--- config.mk ---
export PLATFORM = sky130hd
export DESIGN_NAME = rram_adc_readout
export DESIGN_NICKNAME = d
export VERILOG_FILES = /design/src/rtl/rram_ctrl_pkg.sv /design/src/rtl/rram_therm_decode.sv /design/src/rtl/rram_adc_readout.sv
export SDC_FILE = /design/constraint.sdc
export NUM_CORES = 2
export LEC_CHECK = 0
export BUFFER_PORTS_ARGS = -buffer_cell sky130_fd_sc_hd__buf_4
export CORE_AREA = 5 5 399 401
export DETAILED_ROUTE_END_ITERATION = 6
export DIE_AREA = 0 0 404 406
export PLACE_DENSITY = 0.59
export SETUP_SLACK_MARGIN = 0.1
export SLEW_MARGIN = 30
export SYNTH_ARGS = -nofsm -noshare
export SYNTH_HDL_FRONTEND = slang
export SYNTH_SLANG_ARGS = --single-unit
--- constraint.sdc ---
create_clock -name clk -period 20.4 [get_ports clk]
set_input_delay 3.06 -clock clk [delete_from_list [all_inputs] [get_ports clk]]
set_output_delay 3.06 -clock clk [all_outputs]
set_load 0.01 [all_outputs]
--- src/rtl/rram_ctrl_pkg.sv ---
// Shared types and helpers for the RRAM ADC readout path: FSM states,
// thermometer width derivation, popcount and bubble detection.
package rram_ctrl_pkg;

  typedef enum logic [2:0] {
    IDLE,
    SETTLE,
    CONV,
    CAPTURE,
    STREAM,
    DONE
  } state_t;

  // Widest thermometer code the helpers accept (8-bit ADC)
  localparam int unsigned MAX_THERM_W = 255;

  function automatic int unsigned therm_w(input int unsigned adc_width);
    return (32'd1 << adc_width) - 32'd1;
  endfunction

  function automatic int unsigned popcount(input logic [MAX_THERM_W-1:0] v);
    int unsigned c;
    c = 0;
    for (int unsigned k = 0; k < MAX_THERM_W; k++) begin
      c = c + 32'(v[k]);
    end
    return c;
  endfunction

  // A set bit above a clear bit breaks the thermometer pattern
  function automatic logic has_bubble(input logic [MAX_THERM_W-1:0] v);
    logic b;
    b = 1'b0;
    for (int unsigned k = 0; k + 1 < MAX_THERM_W; k++) begin
      if (v[k+1] && !v[k]) b = 1'b1;
    end
    return b;
  endfunction

endpackage

--- src/rtl/rram_therm_decode.sv ---
// One ADC lane: popcount(p) - popcount(n) as a signed result, plus a
// bubble flag that is only built when RRAM_BUBBLE_CHECK_EN is defined.
module rram_therm_decode
  import rram_ctrl_pkg::*;
#(
  parameter  int unsigned ADC_WIDTH = 4,
  localparam int unsigned THERM_W   = therm_w(ADC_WIDTH)
) (
  input  logic [THERM_W-1:0]      p,
  input  logic [THERM_W-1:0]      n,
  output logic signed [ADC_WIDTH:0] res,
  output logic                    bubble
);

  logic [MAX_THERM_W-1:0] p_ext;
  logic [MAX_THERM_W-1:0] n_ext;

  always_comb begin
    p_ext = '0;
    n_ext = '0;
    p_ext[THERM_W-1:0] = p;
    n_ext[THERM_W-1:0] = n;
    // Modular subtraction truncated to ADC_WIDTH+1 bits is the signed difference
    res = $signed((ADC_WIDTH+1)'(popcount(p_ext) - popcount(n_ext)));
`ifdef RRAM_BUBBLE_CHECK_EN
    bubble = has_bubble(p_ext) | has_bubble(n_ext);
`else
    bubble = 1'b0;
`endif
  end

endmodule

--- src/rtl/rram_adc_readout.sv ---
// Read-side sequencer for the RRAM crossbar ADCs: settle/convert/capture,
// then stream decoded lanes LANES per beat. Optional RRAM_BUBBLE_CHECK_EN.
module rram_adc_readout
  import rram_ctrl_pkg::*;
#(
  parameter  int unsigned NUM_ADC    = 32,
  parameter  int unsigned ADC_WIDTH  = 4,
  parameter  int unsigned LANES      = 8,
  parameter  int unsigned SETTLE_CYC = 4,
  parameter  int unsigned CONV_CYC   = 2,
  localparam int unsigned THERM_W    = therm_w(ADC_WIDTH),
  localparam int unsigned RES_W      = ADC_WIDTH + 1,
  localparam int unsigned NUM_BEATS  = NUM_ADC / LANES,
  localparam int unsigned IDX_W      = (NUM_BEATS > 1) ? $clog2(NUM_BEATS) : 1
) (
  input  logic                       clk,
  input  logic                       rst_n,
  input  logic                       start,
  output logic                       busy,
  output logic                       done,
  output logic [NUM_ADC/2-1:0]       ADC_CLK,
  output logic [NUM_ADC/2-1:0]       ADC_CLKb,
  input  logic [THERM_W*NUM_ADC-1:0] outp,
  input  logic [THERM_W*NUM_ADC-1:0] outn,
  output logic                       res_valid,
  input  logic                       res_ready,
  output logic [LANES*RES_W-1:0]     res_data,
  output logic [IDX_W-1:0]           res_idx,
  output logic                       res_last,
  output logic                       res_err
);

  state_t                     state, state_nxt;
  logic [7:0]                 cnt, cnt_nxt;
  logic [IDX_W-1:0]           beat, beat_nxt;
  logic                       adc_clk_q;
  logic [THERM_W*NUM_ADC-1:0] cap_p, cap_n;
  logic                       last_beat;
  logic [LANES-1:0]           lane_bubble;

  assign last_beat = (beat == IDX_W'(NUM_BEATS - 1));

  always_ff @(posedge clk) begin
    if (!rst_n) begin
      state     <= IDLE;
      cnt       <= '0;
      beat      <= '0;
      adc_clk_q <= 1'b0;
      cap_p     <= '0;
      cap_n     <= '0;
    end else begin
      state     <= state_nxt;
      cnt       <= cnt_nxt;
      beat      <= beat_nxt;
      // Registered from next state so the clock is high exactly during CONV
      adc_clk_q <= (state_nxt == CONV);
      if (state == CAPTURE) begin
        cap_p <= outp;
        cap_n <= outn;
      end
    end
  end

  always_comb begin
    state_nxt = state;
    cnt_nxt   = cnt;
    beat_nxt  = beat;
    case (state)
      IDLE: begin
        if (start) begin
          state_nxt = SETTLE;
          cnt_nxt   = 8'(SETTLE_CYC - 1);
        end
      end
      SETTLE: begin
        if (cnt == '0) begin
          state_nxt = CONV;
          cnt_nxt   = 8'(CONV_CYC - 1);
        end else begin
          cnt_nxt = cnt - 8'd1;
        end
      end
      CONV: begin
        if (cnt == '0) state_nxt = CAPTURE;
        else           cnt_nxt   = cnt - 8'd1;
      end
      CAPTURE: begin
        state_nxt = STREAM;
        beat_nxt  = '0;
      end
      STREAM: begin
        if (res_ready) begin
          if (last_beat) state_nxt = DONE;
          else           beat_nxt  = beat + IDX_W'(1);
        end
      end
      DONE:    state_nxt = IDLE;
      default: state_nxt = IDLE;
    endcase
  end

  assign busy      = state inside {SETTLE, CONV, CAPTURE, STREAM};
  assign done      = (state == DONE);
  assign res_valid = (state == STREAM);
  assign res_idx   = beat;
  assign res_last  = res_valid && last_beat;
  assign ADC_CLK   = {(NUM_ADC/2){adc_clk_q}};
  assign ADC_CLKb  = ~ADC_CLK;
  assign res_err   = res_valid && (|lane_bubble);

  for (genvar j = 0; j < LANES; j++) begin : g_lane
    logic [THERM_W-1:0] lp, ln;

    always_comb begin
      lp = cap_p[(int'(beat) * LANES + j) * THERM_W +: THERM_W];
      ln = cap_n[(int'(beat) * LANES + j) * THERM_W +: THERM_W];
    end

    rram_therm_decode #(
      .ADC_WIDTH (ADC_WIDTH)
    ) u_dec (
      .p      (lp),
      .n      (ln),
      .res    (res_data[j*RES_W +: RES_W]),
      .bubble (lane_bubble[j])
    );
  end

endmodule
==> impl_metrics.toml <==
[run_status]
run_status = "finished clean"

[setup_path]
end_kind = "primary output"
crit_family = "adder cells"
crit_slowest_cell = "buf_4"
worstSetupStartpointType = "register"
crit_arrival_ns = 8.51
slowest_delay_ns = 0.75
cp_cell_sequence = "buf_4 -> buf_4 -> buf_4 -> mux4_2 -> ha_1 -> inv_1 -> fa_1 -> fa_1 -> inv_1 -> fa_1 -> inv_1 -> fa_1 -> inv_1 -> fa_1 -> fa_1 -> inv_1 -> ha_1 -> fa_1 -> xor2_1 -> buf_4"
critical_path_class = "register to primary output"
worstPathMaxFanout = 49
cp_num_buf_inv = 9
cpMostUsedCell = "fa_1"
cp_data_required_time_ns = 17.34

[sta]
fin_crit_sh_pct = 56.74
setup_viol_count_final = 0
max_slew_margin_pct = 34.53
fin_skew_ns = 0.04101
layout_min_cycle_time_ns = 11.57
setup_tns_ns = 0
max_slew.worst_pin.slew_ns = 0.9820
rsz0062_at_grt = "false"
final-max-slew-violation-count = 0
finalHoldViolations = 0
fmax_mhz = 86.40

[cells_and_area]
syn2layout_area_growth_pct = 26.45
layout-drive-gt1-share_pct = 24.65
final_nets = 7229

[clock_network]
cts.sinks = 974
insertion_delay_ns = 0.73
cts_root_buffer = "clkbuf_16"
cts_buffers = 109
postCtsHoldBufs = 0
cts.htree.levels = 3
cts-resized-gates = 0
clk_pin_slew_ns = 0.06
cts.path.max_buffers = 3
cts_setup_buffers = 0
cts_tree = "yes"

[yosys]
synthCells = 5224
yosysSeqAreaShare_pct = 40.68
synth_warnings = 0
syn_area_um2 = 47940
yosysUniqueCellTypes = 43
ys_ff_latch = 974
syn-num-nets = 6447
syn_area_per_cell_um2 = 9.176

[global_route]
grt_remaining_overflow = 0
grt_max_degree = 224
grt_pass1_vias = 39200
grt_use_total_pct = 19.19
grt_antenna_before_repair = 28
grt_first_pass_wirelength_mm = 241.0

[power]
p_total_uw = 5550
p_leak_uw = 0.02219
irDropWorstVdd_uv = 157.0
p_per_area_nw_per_um2 = 91.55

[route]
drt_iter0_markers = 2660
post_drt_wl_per_cell_um = 20.02
dr.pass1.iters = 5
ant_nets = 0
dr_total_vias = 38720
avgViaCountPerCell = 4.740
drt-total-wl_mm = 163.5
drc = 0

[place]
port_buffers = 1041
gp_congestion = 0.8939
hpwlAfterDp_mm = 124.1

[floorplanning]
core_area_um2 = 155300
row_count = 145
die_area_um2 = 164000
die_x_um = 404
start_util_pct = 30.87
io_pins = 1043
die_y_um = 406

[worst_hold_path]
hp-class = "register to register"

[flow_run]
drv_cap = 0
[cell usage in the layout, fill, tap and decap left out, types with 3 or more instances in the layout]
master      instances
and3_1              5
buf_12              5
and2_1              3
diode_2            20
bufinv_16           4
a21boi_1          161
clkbuf_1           22
mux4_2            240
clkbuf_8           30
clkinv_16           3
ha_1               67
buf_4            1065
xor2_1              7
buf_6               8
clkinvlp_4          3
dfxtp_1           972
clkbuf_16         110
o21ai_0             6
a21o_1              8
nand2_1          1928
fa_1              192
xnor2_1            18
inv_1             348
nor3_1              3
nor2_1              3
a21boi_0          802
a21oi_1            16
or3_1               5
clkinv_2           17
[final timing paths]
| path | start | cells past startpoint | endpoint | slack, ns |
|---|---|---|---|---|
| worst min register to register | cap_n[281] | 2 | cap_n[281] | 0.45 |
| worst min-delay path | cap_n[281] | 2 | cap_n[281] | 0.45 |
| worst max register to register | state[2] | 8 | cap_n[62] | 15.43 |
| worst max-delay path | res_idx[1] | 20 | res_data[18] | 8.83 |
[logic make-up (layout without fill, tap and decap cells)]
logic type               Yosys count  after routing  share of synthesized area (%)
flip-flops                       974            974                          40.68
AO/OA/AOI/OAI                   1004           1004                          15.63
XOR/XNOR                          25             25                         0.4568
other                              1             21                       0.007823
adder cells (fa/ha/maj)          259            259                          9.767
multiplexers                     240            240                          11.28
AND/OR/NAND/NOR                 1962           1962                          15.58
buffers and inverters            759           1625                          6.606
[sequential cells by signal, summed over array words and instances (netlist names)]
register and flops:
cnt 8, res_idx 2, adc_clk_q 1, cap_p 480
state 3, cap_n 480
[final cells by class]
class	instances	area [um2]
Sequential cell	974	19510
Antenna cell	20	50.05
Fill cell	15670	94680
Tap cell	2058	2575
Clock inverter	33	386.6
Multi-Input combinational cell	3491	25280
Inverter	349	1310
Clock buffer	162	3248
Timing Repair Buffer	1081	8255
[worst min-delay path, stage by stage (launching register included)]
cell      delay [ns]
dfxtp_1         0.31
nand2_1         0.05
a21boi_1        0.05
[cell usage after synthesis, drive strengths merged]
library cell / instances / area share (%)
nor4bb: 1 / 0.021
o31ai: 1 / 0.016
nand3: 2 / 0.021
a2111oi: 1 / 0.018
a2111o: 1 / 0.023
nand4: 1 / 0.013
xnor2: 18 / 0.33
nand2: 1929 / 15
a31oi: 1 / 0.013
o21a: 2 / 0.031
or4b: 2 / 0.042
dfxtp: 974 / 41
xor2: 7 / 0.13
nand4b: 2 / 0.037
a21o: 8 / 0.13
nor2: 3 / 0.023
and3: 6 / 0.078
a31o: 1 / 0.018
nor3: 3 / 0.031
mux4: 240 / 11
and2b: 1 / 0.016
inv: 349 / 2.7
o2111ai: 1 / 0.018
nor4: 1 / 0.044
or3: 5 / 0.065
a32o: 1 / 0.021
a21oi: 16 / 0.17
buf: 200 / 2.2
nor2b: 2 / 0.026
clkbuf: 210 / 1.6
conb: 1 / 0.0078
and2: 3 / 0.039
fa: 192 / 8.0
ha: 67 / 1.7
a21boi: 963 / 15
nor3b: 1 / 0.016
o41ai: 2 / 0.037
o21ai: 6 / 0.063
[per-stage QoR]
| step | setup WS [ns] | area, um2 | instances | utilization, % | hold slack, ns |
|---|---|---|---|---|---|
| after floorplan | 11.44 | 47940 | 5224 | - | 0.4319 |
| after global placement | 9.524 | 56820 | 7950 | 36.59 | 0.4386 |
| after detailed placement | 9.415 | 56860 | 7951 | 36.62 | 0.4450 |
| after CTS | 8.593 | 60500 | 8146 | 38.96 | 0.4534 |
| after global routing | 8.306 | 60600 | 8163 | 39.02 | 0.4645 |
| final | 8.826 | 60620 | 8168 | 39.03 | 0.4506 |
[power breakdown]
part | switching (uW) | internal, uW
sequential | 47.2 | 1970
clock | 843 | 1150
combinational | 795 | 739
[metal layers]
metal	global-route usage, %	vias up	share of wire (%)
met1	24.24	18900	41
met4	7.053	8	3.1
met2	33.02	1080	50
li1	-	18520	-
met3	3.280	214	5.6
met5	0	-	0.037
Power figures use the tool's default switching activity.
